===== src/rtl/formula_stream_out_pkg.sv =====
// Shared types and sizes for the formula stream transmitter.
// A formula is a fixed array of clauses, each a positive and a negative literal mask.
package formula_stream_out_pkg;

    localparam int unsigned number_literal = 5;
    localparam int unsigned number_clause  = 8;
    localparam int unsigned count_w        = $clog2(number_clause + 1);
    localparam int unsigned idx_w          = $clog2(number_clause);

    typedef struct packed {
        logic [number_literal-1:0] pos;
        logic [number_literal-1:0] neg;
    } clause_t;

    typedef clause_t [number_clause-1:0] formula_t;

    typedef logic [2:0] tx_state_t;

    localparam logic [2:0] IDLE     = 3'd0;
    localparam logic [2:0] SEND_POS = 3'd1;
    localparam logic [2:0] SEND_NEG = 3'd2;
    localparam logic [2:0] END0     = 3'd3;
    localparam logic [2:0] END1     = 3'd4;
    localparam logic [2:0] DONE     = 3'd5;

    // An all-zero clause would be indistinguishable from the terminator pair.
    function automatic logic clause_empty(input clause_t c);
        return (c.pos == '0) && (c.neg == '0);
    endfunction

endpackage


===== src/rtl/formula_stream_out_if.sv =====
// Valid/ready literal-word stream carrying a serialised formula.
interface formula_stream_out_if;
    import formula_stream_out_pkg::*;

    logic [number_literal-1:0] o;
    logic                      o_valid;
    logic                      o_ready;

    modport master (output o, output o_valid, input o_ready);
    modport slave  (input o, input o_valid, output o_ready);

endinterface


===== src/rtl/formula_stream_out_next_nonempty_clause.sv =====
// Priority encoder: lowest clause index at or above `first` that is non-empty.
module formula_stream_out_next_nonempty_clause
    import formula_stream_out_pkg::*;
(
    input  formula_t           formula,
    input  logic [count_w-1:0] first,
    output logic               found_c,
    output logic [idx_w-1:0]   index_c
);

    // Descending scan so the lowest qualifying index is the last one written.
    always_comb begin
        found_c = 1'b0;
        index_c = '0;
        for (int i = number_clause - 1; i >= 0; i--) begin
            if ((count_w'(i) >= first) && !clause_empty(formula[i])) begin
                found_c = 1'b1;
                index_c = idx_w'(i);
            end
        end
    end

endmodule


===== src/rtl/formula_stream_out.sv =====
// Streams a snapshotted formula as pos/neg mask word pairs, skipping empty clauses,
// followed by an all-zero terminator pair and a one-cycle done pulse.
module formula_stream_out
    import formula_stream_out_pkg::*;
(
    input  logic                       clock,
    input  logic                       reset,
    input  logic                       start,
    input  formula_t                   formula_in,
    formula_stream_out_if.master       tx,
    output logic                       busy,
    output logic                       done,
    output logic [count_w-1:0]         clauses_sent
);

    tx_state_t                 state, state_nx;
    logic [idx_w-1:0]          idx, idx_nx;
    formula_t                  snapshot, snapshot_nx;
    logic [count_w-1:0]        count_nx;
    logic [number_literal-1:0] o_nx;
    logic                      valid_nx;
    logic                      busy_nx;
    logic                      done_nx;
    logic                      accept;

    formula_t                  scan_src;
    logic [count_w-1:0]        scan_first;
    logic                      found;
    logic [idx_w-1:0]          found_idx;

    formula_stream_out_next_nonempty_clause u_next (
        .formula (scan_src),
        .first   (scan_first),
        .found_c (found),
        .index_c (found_idx)
    );

    // Next-state and next-output logic; outputs are registered from the *_nx values.
    always_comb begin
        state_nx    = state;
        idx_nx      = idx;
        snapshot_nx = snapshot;
        count_nx    = clauses_sent;
        o_nx        = tx.o;
        valid_nx    = tx.o_valid;
        busy_nx     = busy;
        done_nx     = 1'b0;
        scan_src    = snapshot;
        scan_first  = count_w'(idx) + count_w'(1);
        accept      = tx.o_valid && tx.o_ready;

        case (state)
            IDLE: begin
                // The live input is searched so the first word is ready the next cycle.
                scan_src   = formula_in;
                scan_first = '0;
                if (start) begin
                    snapshot_nx = formula_in;
                    count_nx    = '0;
                    busy_nx     = 1'b1;
                    valid_nx    = 1'b1;
                    if (found) begin
                        state_nx = SEND_POS;
                        idx_nx   = found_idx;
                        o_nx     = formula_in[found_idx].pos;
                    end else begin
                        state_nx = END0;
                        idx_nx   = '0;
                        o_nx     = '0;
                    end
                end
            end
            SEND_POS: begin
                if (accept) begin
                    state_nx = SEND_NEG;
                    o_nx     = snapshot[idx].neg;
                end
            end
            SEND_NEG: begin
                if (accept) begin
                    count_nx = clauses_sent + count_w'(1);
                    if (found) begin
                        state_nx = SEND_POS;
                        idx_nx   = found_idx;
                        o_nx     = snapshot[found_idx].pos;
                    end else begin
                        state_nx = END0;
                        o_nx     = '0;
                    end
                end
            end
            END0: begin
                if (accept) begin
                    state_nx = END1;
                    o_nx     = '0;
                end
            end
            END1: begin
                if (accept) begin
                    state_nx = DONE;
                    valid_nx = 1'b0;
                    done_nx  = 1'b1;
                end
            end
            DONE: begin
                state_nx = IDLE;
                busy_nx  = 1'b0;
            end
            default: begin
                state_nx = IDLE;
                valid_nx = 1'b0;
                busy_nx  = 1'b0;
                o_nx     = '0;
            end
        endcase
    end

    always_ff @(posedge clock or negedge reset) begin
        if (!reset) begin
            state        <= IDLE;
            idx          <= '0;
            snapshot     <= '0;
            clauses_sent <= '0;
            tx.o         <= '0;
            tx.o_valid   <= 1'b0;
            busy         <= 1'b0;
            done         <= 1'b0;
        end else begin
            state        <= state_nx;
            idx          <= idx_nx;
            snapshot     <= snapshot_nx;
            clauses_sent <= count_nx;
            tx.o         <= o_nx;
            tx.o_valid   <= valid_nx;
            busy         <= busy_nx;
            done         <= done_nx;
        end
    end

endmodule


===== src/flat_wrapper.sv =====
// flat-port wrapper written by rule: the top's interface ports become plain ports
module formula_stream_out_flat import formula_stream_out_pkg::*;
  (clock, reset, start, formula_in, busy, done, clauses_sent, tx_o, tx_o_valid, tx_o_ready);
  formula_stream_out_if tx_i ();
  input  logic clock;
  input  logic reset;
  input  logic start;
  input  formula_t formula_in;
  output logic busy;
  output logic done;
  output logic [count_w-1:0] clauses_sent;
  output wire logic [$bits(tx_i.o)-1:0] tx_o;
  output wire logic [$bits(tx_i.o_valid)-1:0] tx_o_valid;
  input wire logic [$bits(tx_i.o_ready)-1:0] tx_o_ready;
  assign tx_o = tx_i.o;
  assign tx_o_valid = tx_i.o_valid;
  assign tx_i.o_ready = tx_o_ready;
  formula_stream_out u_core (.clock(clock), .reset(reset), .start(start), .formula_in(formula_in), .tx(tx_i), .busy(busy), .done(done), .clauses_sent(clauses_sent));
endmodule

===== config.mk =====
export PLATFORM = sky130hd
export DESIGN_NAME = formula_stream_out_flat
export DESIGN_NICKNAME = d
export VERILOG_FILES = /design/src/rtl/formula_stream_out_pkg.sv /design/src/rtl/formula_stream_out_if.sv /design/src/rtl/formula_stream_out_next_nonempty_clause.sv /design/src/rtl/formula_stream_out.sv /design/src/flat_wrapper.sv
export SDC_FILE = /design/constraint.sdc
export NUM_CORES = 1
export LEC_CHECK = 0
export CAP_MARGIN = 0
export CORE_ASPECT_RATIO = 0.8
export CORE_MARGIN = 2
export CORE_UTILIZATION = 38
export DETAILED_ROUTE_END_ITERATION = 7
export GPL_ROUTABILITY_DRIVEN = 0
export MAX_ROUTING_LAYER = met4
export PLACE_DENSITY = 0.72
export SLEW_MARGIN = 40
export SYNTH_ARGS = -nofsm -noshare
export SYNTH_HDL_FRONTEND = slang
export SYNTH_SLANG_ARGS = --single-unit
export TNS_END_PERCENT = 50

===== constraint.sdc =====
create_clock -name clock -period 3 [get_ports clock]
set_input_delay 0.3 -clock clock [delete_from_list [all_inputs] [get_ports clock]]
set_output_delay 0.3 -clock clock [all_outputs]
set_load 0.1 [all_outputs]

* Yosys cells after proc, flatten, opt, wreduce, memory -nomap -nowiden
Cells that the tools add are included.
Storage, ports and cells: bits in read-only memories 0, RAM bits 0, output and inout bits 12, register bits 98, logic and storage cells 154, bits in latches 0, memories kept 0
Cells by class: multiply operators 0, muxes and demuxes 52, reductions and logical operators 53, shift-type cells 0, $add $sub $neg 2, equality and inequality tests 11, bitwise operators 3, div/mod/pow operators 0, $lt $le $gt $ge 10
Operators with widths (number):
- 10-bit binary-select mux with 3-bit select | 3
- 5-bit zero test | 16
- 80-bit 2-to-1 mux | 1
- 3-bit 2-to-1 mux | 17
- 5-bit 2-to-1 mux | 7
- 5-bit one-hot mux with 5 select lines | 1
- 10-bit 2-to-1 mux | 2
- 1-bit logical AND | 17
- 3-bit by 4-bit >= comparator with 1-bit output (first input constant) | 4
- 3-bit one-hot mux with 5 select lines | 1
- 1-bit 2-to-1 mux | 12
- 4-bit 2-to-1 mux | 3
- 2-bit by 1-bit != test with 1-bit output (second input constant) | 5
- 5-bit AND reduction | 2
- 1-bit by 4-bit >= comparator with 1-bit output (first input constant) | 2
- 2-bit by 4-bit >= comparator with 1-bit output (first input constant) | 2
- 1-bit zero test | 8
- 3-bit by 4-bit < comparator with 1-bit output (second input constant) | 2
- 4-bit one-hot mux with 2 select lines | 1
- 4-bit OR reduction | 2
- 3-bit by 2-bit == test with 1-bit output (second input constant) | 2
- 3-bit == test (second input constant) | 2
- 3-bit one-hot mux with 2 select lines | 1
- 3-bit AND reduction | 2
- 13 further kinds | 16

* Depth between registers and ports, before layout
depth in word-level cells 19, gate-level depth with buffers 13, gate-level depth less buffers 10

* By module
From an unflattened synthesis, not the netlist that was laid out.
Unflattened totals: cell total of the unflattened synthesis 542, area total of the unflattened synthesis 6233.5 um^2
By module, submodules not included:
- formula_stream_out | times used 1, area each 5859.4 um^2, cells each 489
- formula_stream_out_next_nonempty_clause | times used 1, area each 374.1 um^2, cells each 53

* Least setup slack after synthesis
OpenSTA, ideal clock, no wires.
path type flip-flop to flip-flop, from register u_core.idx[0], to register u_core.tx.o[2], library setup time 135 ps, required time 2865 ps, cell stages (with the launch flop) 12, buffers on the path 1, arrival 2571 ps, clock period less this slack 2706 ps, slack 294 ps, cells stage by stage dfrtp_1 > ha_1 > nand2b_1 > nand2b_1 > a32o_1 > o21ai_1 > a211o_1 > buf_2 > a31oi_1 > a2111oi_1 > a221o_1 > o211ai_2
On the way: longest elaborated chain between the ends 17
Ends and longest elaborated chain:
- start: declaration | RTL line formula_stream_out.sv:17 | logic [idx_w-1:0] idx, idx_nx;
- start signal: assignment | RTL line formula_stream_out.sv:130 | idx <= idx_nx;
- 3-bit by 1-bit adder with 4-bit output | RTL line formula_stream_out.sv:49 | scan_first = count_w'(idx) + count_w'(1);
- 4-bit 2-to-1 mux | RTL line formula_stream_out.sv:52 | case (state)
- 3-bit by 4-bit >= comparator with 1-bit output | RTL line formula_stream_out_next_nonempty_clause.sv:16 | if ((count_w'(i) >= first) && !clause_empty(formula[i])) begin
- 1-bit logical AND | RTL line formula_stream_out_next_nonempty_clause.sv:16
- 3-bit 2-to-1 mux (8 in series) | RTL line formula_stream_out_next_nonempty_clause.sv:16
- 10-bit binary-select mux with 3-bit select (on tied branches) | RTL line formula_stream_out.sv:85, formula_stream_out.sv:65
- 10-bit 2-to-1 mux (on tied branches) | RTL line formula_stream_out.sv:85, formula_stream_out.sv:65
- 5-bit 2-to-1 mux (on tied branches) | RTL line formula_stream_out.sv:82, formula_stream_out.sv:62
- 5-bit 2-to-1 mux (on tied branches) | RTL line formula_stream_out.sv:80, formula_stream_out.sv:57
- 5-bit one-hot mux with 5 select lines * | RTL line formula_stream_out.sv:52
- end signal: assignment | RTL line formula_stream_out.sv:133 | tx.o <= o_nx;
- end: declaration | RTL line formula_stream_out_if.sv:9 | modport master (output o, output o_valid, input o_ready);
Every way passes the cells marked *; elsewhere a longest branch is shown, timed or not. The select of a mux whose other input is x is not followed. A chain may end at the register's enable or synchronous reset.

* Final worst setup path
from register u_core.snapshot[16] in the netlist's numbering, to register u_core.tx.o[2]
On the way: longest elaborated chain between the ends 12
Ends and longest elaborated chain:
- start: declaration | RTL line formula_stream_out.sv:18 | formula_t snapshot, snapshot_nx;
- start signal: assignment | RTL line formula_stream_out.sv:131 | snapshot <= snapshot_nx;
- 80-bit 2-to-1 mux * | RTL line formula_stream_out.sv:52
- 5-bit zero test * | RTL line formula_stream_out_pkg.sv:28 | return (c.pos == '0) && (c.neg == '0);
- 1-bit logical AND * | RTL line formula_stream_out_pkg.sv:28
- 1-bit zero test * | RTL line formula_stream_out_next_nonempty_clause.sv:16
- 1-bit logical AND * | RTL line formula_stream_out_next_nonempty_clause.sv:16
- 3-bit 2-to-1 mux (2 in series) | RTL line formula_stream_out_next_nonempty_clause.sv:16
- 10-bit binary-select mux with 3-bit select (on tied branches) | RTL line formula_stream_out.sv:85, formula_stream_out.sv:65
- 10-bit 2-to-1 mux (on tied branches) | RTL line formula_stream_out.sv:85, formula_stream_out.sv:65
- 5-bit 2-to-1 mux (on tied branches) | RTL line formula_stream_out.sv:82, formula_stream_out.sv:62
- 5-bit 2-to-1 mux (on tied branches) | RTL line formula_stream_out.sv:80, formula_stream_out.sv:57
- 5-bit one-hot mux with 5 select lines * | RTL line formula_stream_out.sv:52
Marks and branches as above.

==> metrics.txt <==
Sw Share=46.3%; Tcrit/Tclk final=between 90% and 100%; Antenna Violating Nets Remaining=0; net switching power=0.00415 W; layout overhead on the synthesized area=36.7%; wire per inst=between 15 and 20 um; FF-to-FF setup slack=0.1 ns; Reg-to-Reg Start=u_core.snapshot[16]; Top Family by Delay on Critical Path=compound AO/OA/AOI/OAI gates; area fraction of the dominant cell type after synthesis=approximately 43%; Internal Pwr Total=0.00481 W; count leader, synth=nand2_1; initial drt markers=~750; total wire length=18.3 mm; critical path startpoint category=flip-flop; dpl hpwl=14.0 mm; die area=approximately 16000 sq um; Power Dens Cells=around 1200 nW/um^2; first-pass GRT wire length=around 29 mm; initial antenna violation count=0; Critical R2R Capture=u_core.tx.o[2]; Port Buffers=95; n_diodes=0; Post-Syn Area=between 5000 and 6000 sq um; Peak VDD IR=between 500 and 600 uV; type of the worst setup path=reg -> reg; setup ws final=about 0.10 ns; routed via count=roughly 5800; Worst Path Required=3.22 ns; mean post-synth cell area=about 8.4 sq um; Total GRT Usage=24.4%; Die X=~140 um; critical-path cell list=or4_4, nor4_4, o31ai_4, a211oi_2, o22a_2, nor3_4, buf_12, a2111oi_2, a221o_1, o211ai_2; Synth async-reset ratio=between 90% and 100%; Max H-tree Level=3; Clk Latency, worst-skew pair=between 0.3 and 0.4 ns; clock share of power=a little over an eighth; deepest clock path buffer count=2; dpl ws=-0.296 ns; vias in the first global route=5385; P_leak=~3.5 nW; Final Hold Fails=0; die height=about 110 um; most common flop cell mapped by yosys=dfrtp_1; Worst R2R Path Depth=10; top cells by count, synth=238 x nand2_1, 98 x dfrtp_1, 38 x nor2_1, 30 x nor4_1, 25 x o21ai_0; Seq cells post-synth=between 90 and 100; vias per cell=roughly 5.7; setup violators final=0; Worst Hold Class=in -> async; TritonCTS clock tree=built; crit end category=flip-flop; final hold slack=about 0.50 ns; Synth area leaders=dfrtp_1 43%, nand2_1 16%, mux4_2 4.0%, nor4_1 3.3%, nand4_1 2.5%; FMAX=345 MHz; Slowest-stage cell, CP=or4_4; slowest stage delay, CP=around 0.55 ns; synth warn=0; Slew headroom=roughly 50%; CTS root buf=clkbuf_16; RSZ-0062 raised after global routing=yes; syn nets=roughly 760; min Tclk post-route=a little under 3 ns; Reg power frac=28.5%; Rows=39; fraction of layout cells with a size suffix above 1=19.3%; slew of the pin with the lowest slew margin=between 0.7 and 0.8 ns; Yosys top cell by area=dfrtp_1; Worst-path clk slew=0.07 ns; sequential share of the synthesized area=43.4%; Slew Viols, Final=0; Inst Count DP=roughly 990; CP Max Fanout=15; Post-synth EDFFs=0; max_cap viols=0; Syn Inst Count=between 600 and 700; Comb pwr share=between 50% and 60%; nets@finish=906; Post-route DRC=4; Pre-antenna DRT Iters=8; Final Instance Count excl. Fillers=just over 1000; Floorplan Core Area=roughly 14000 sq um; status=finished, violations left; largest net degree at the start of global routing=58; Worst Path Arrival=approximately 3.1 ns; count of cell types in the netlist=slightly above 60; starting density of the core=between 30% and 40%; skew final=0.00734 ns; violated checks=DRC; CTS buffer count=9; Buf/Inv on CP=1; IO Pins=96; Sink Count=just under 100; total gr overflow=0
worst max path at each step:
stage	cells past startpoint	endpoint	from
final	10	u_core.tx.o[2]	u_core.snapshot[16]
after global routing	12	u_core.tx.o[4]	u_core.idx[0]
after CTS	11	u_core.tx.o[2]	u_core.idx[0]
after detailed placement	12	u_core.tx.o[2]	formula_in[65]
after global placement	11	u_core.tx.o[0]	formula_in[58]
after floorplan	11	u_core.tx.o[2]	u_core.idx[0]
placed cells by master (no fill, tap or decap), types with 3 or more instances in the layout:
cell and n:
o31ai_1 7, a2111oi_2 5, and2_1 5, a41o_1 4, nor4_1 29, clkbuf_16 9
nand2_1 236, buf_12 4, buf_4 90, o211ai_1 13, a221o_1 4, a31oi_1 15
nor2_1 37, nand3_1 13, clkdlybuf4s50_1 82, nand2b_1 4, a21oi_1 8, mux2i_1 11
a211o_1 3, o22ai_1 3, o21ai_0 25, a31oi_2 3, inv_1 16, mux4_2 10
o211ai_2 3, mux2_2 5, nand4_1 23, a22oi_1 5, dfrtp_1 98
metrics by stage:
stage	TNS (ns)	util [%]	power [W]	instance area (sq um)
after floorplan	0	-	0.00571	5640
after global placement	-0.627	50.7	0.00737	7290
after detailed placement	-1.09	50.7	0.00748	7290
after CTS	0	52.8	0.00870	7610
after global routing	-0.0397	53.6	0.00951	7720
final	0	53.6	0.00897	7720
sequential cells by signal, indices dropped and copies added (netlist names):
name	flops
u_core.tx.o_valid	1
u_core.snapshot	80
u_core.state	3
u_core.busy	1
u_core.idx	3
u_core.done	1
u_core.clauses_sent	4
u_core.tx.o	5
area by class of cell:
| type | count | area [sq um] |
|---|---|---|
| inverters | 16 | 60.1 |
| repair buffers | 178 | 1600 |
| fillers | 1319 | 6680 |
| clock inverters | 4 | 51.3 |
| well taps | 184 | 230 |
| clock buffers | 11 | 243 |
| multi-input cells | 517 | 3080 |
| flip-flops and latches | 98 | 2450 |
per-layer routing:
layer | up-vias | wire length [um] | GRT usage [%]
met3 | 36 | 1840 | 6.14
met5 | - | 0 | -
met2 | 315 | 7960 | 34.9
li1 | 2689 | - | -
met1 | 2723 | 8210 | 34.7
met4 | 0 | 325 | 6.13
kinds of logic after synthesis:
| group | synth area share (%) |
|---|---|
| AO/OA/AOI/OAI | 15.4 |
| XOR/XNOR | 0.466 |
| adder cells (fa/ha/maj) | 0.443 |
| buffers and inverters | 4.12 |
| flip-flops | 43.4 |
| multiplexers | 7.29 |
| AND/OR/NAND/NOR | 28.8 |
power groups by stage:
| stage | Clock, W | Combinational [W] | Sequential (W) |
|---|---|---|---|
| final | 0.00117 | 0.00523 | 0.00256 |
| after global routing | 0.00124 | 0.00566 | 0.00261 |
| after CTS | 0.00119 | 0.00500 | 0.00251 |
| after detailed placement | 0 | 0.00496 | 0.00252 |
| after global placement | 0 | 0.00485 | 0.00252 |
| after floorplan | 0 | 0.00307 | 0.00264 |
what timing repair did:
item	in CTS	in global routing
hold buffers	1	0
hold endpoints to repair	41	0
pin swaps	1	6
setup endpoints to repair	2	5
gates resized for setup	0	22
buffers inserted	1	0
worst reg2reg max path: stages, from the launching register on:
cell and delay [ns]:
dfrtp_1 0.42, or4_4 0.55, nor4_4 0.30, o31ai_4 0.13, a211oi_2 0.23, o22a_2 0.23
nor3_4 0.06, buf_12 0.16, a2111oi_2 0.41, a221o_1 0.20, o211ai_2 0.08
Note: power is estimated with default switching activity, not from simulation.
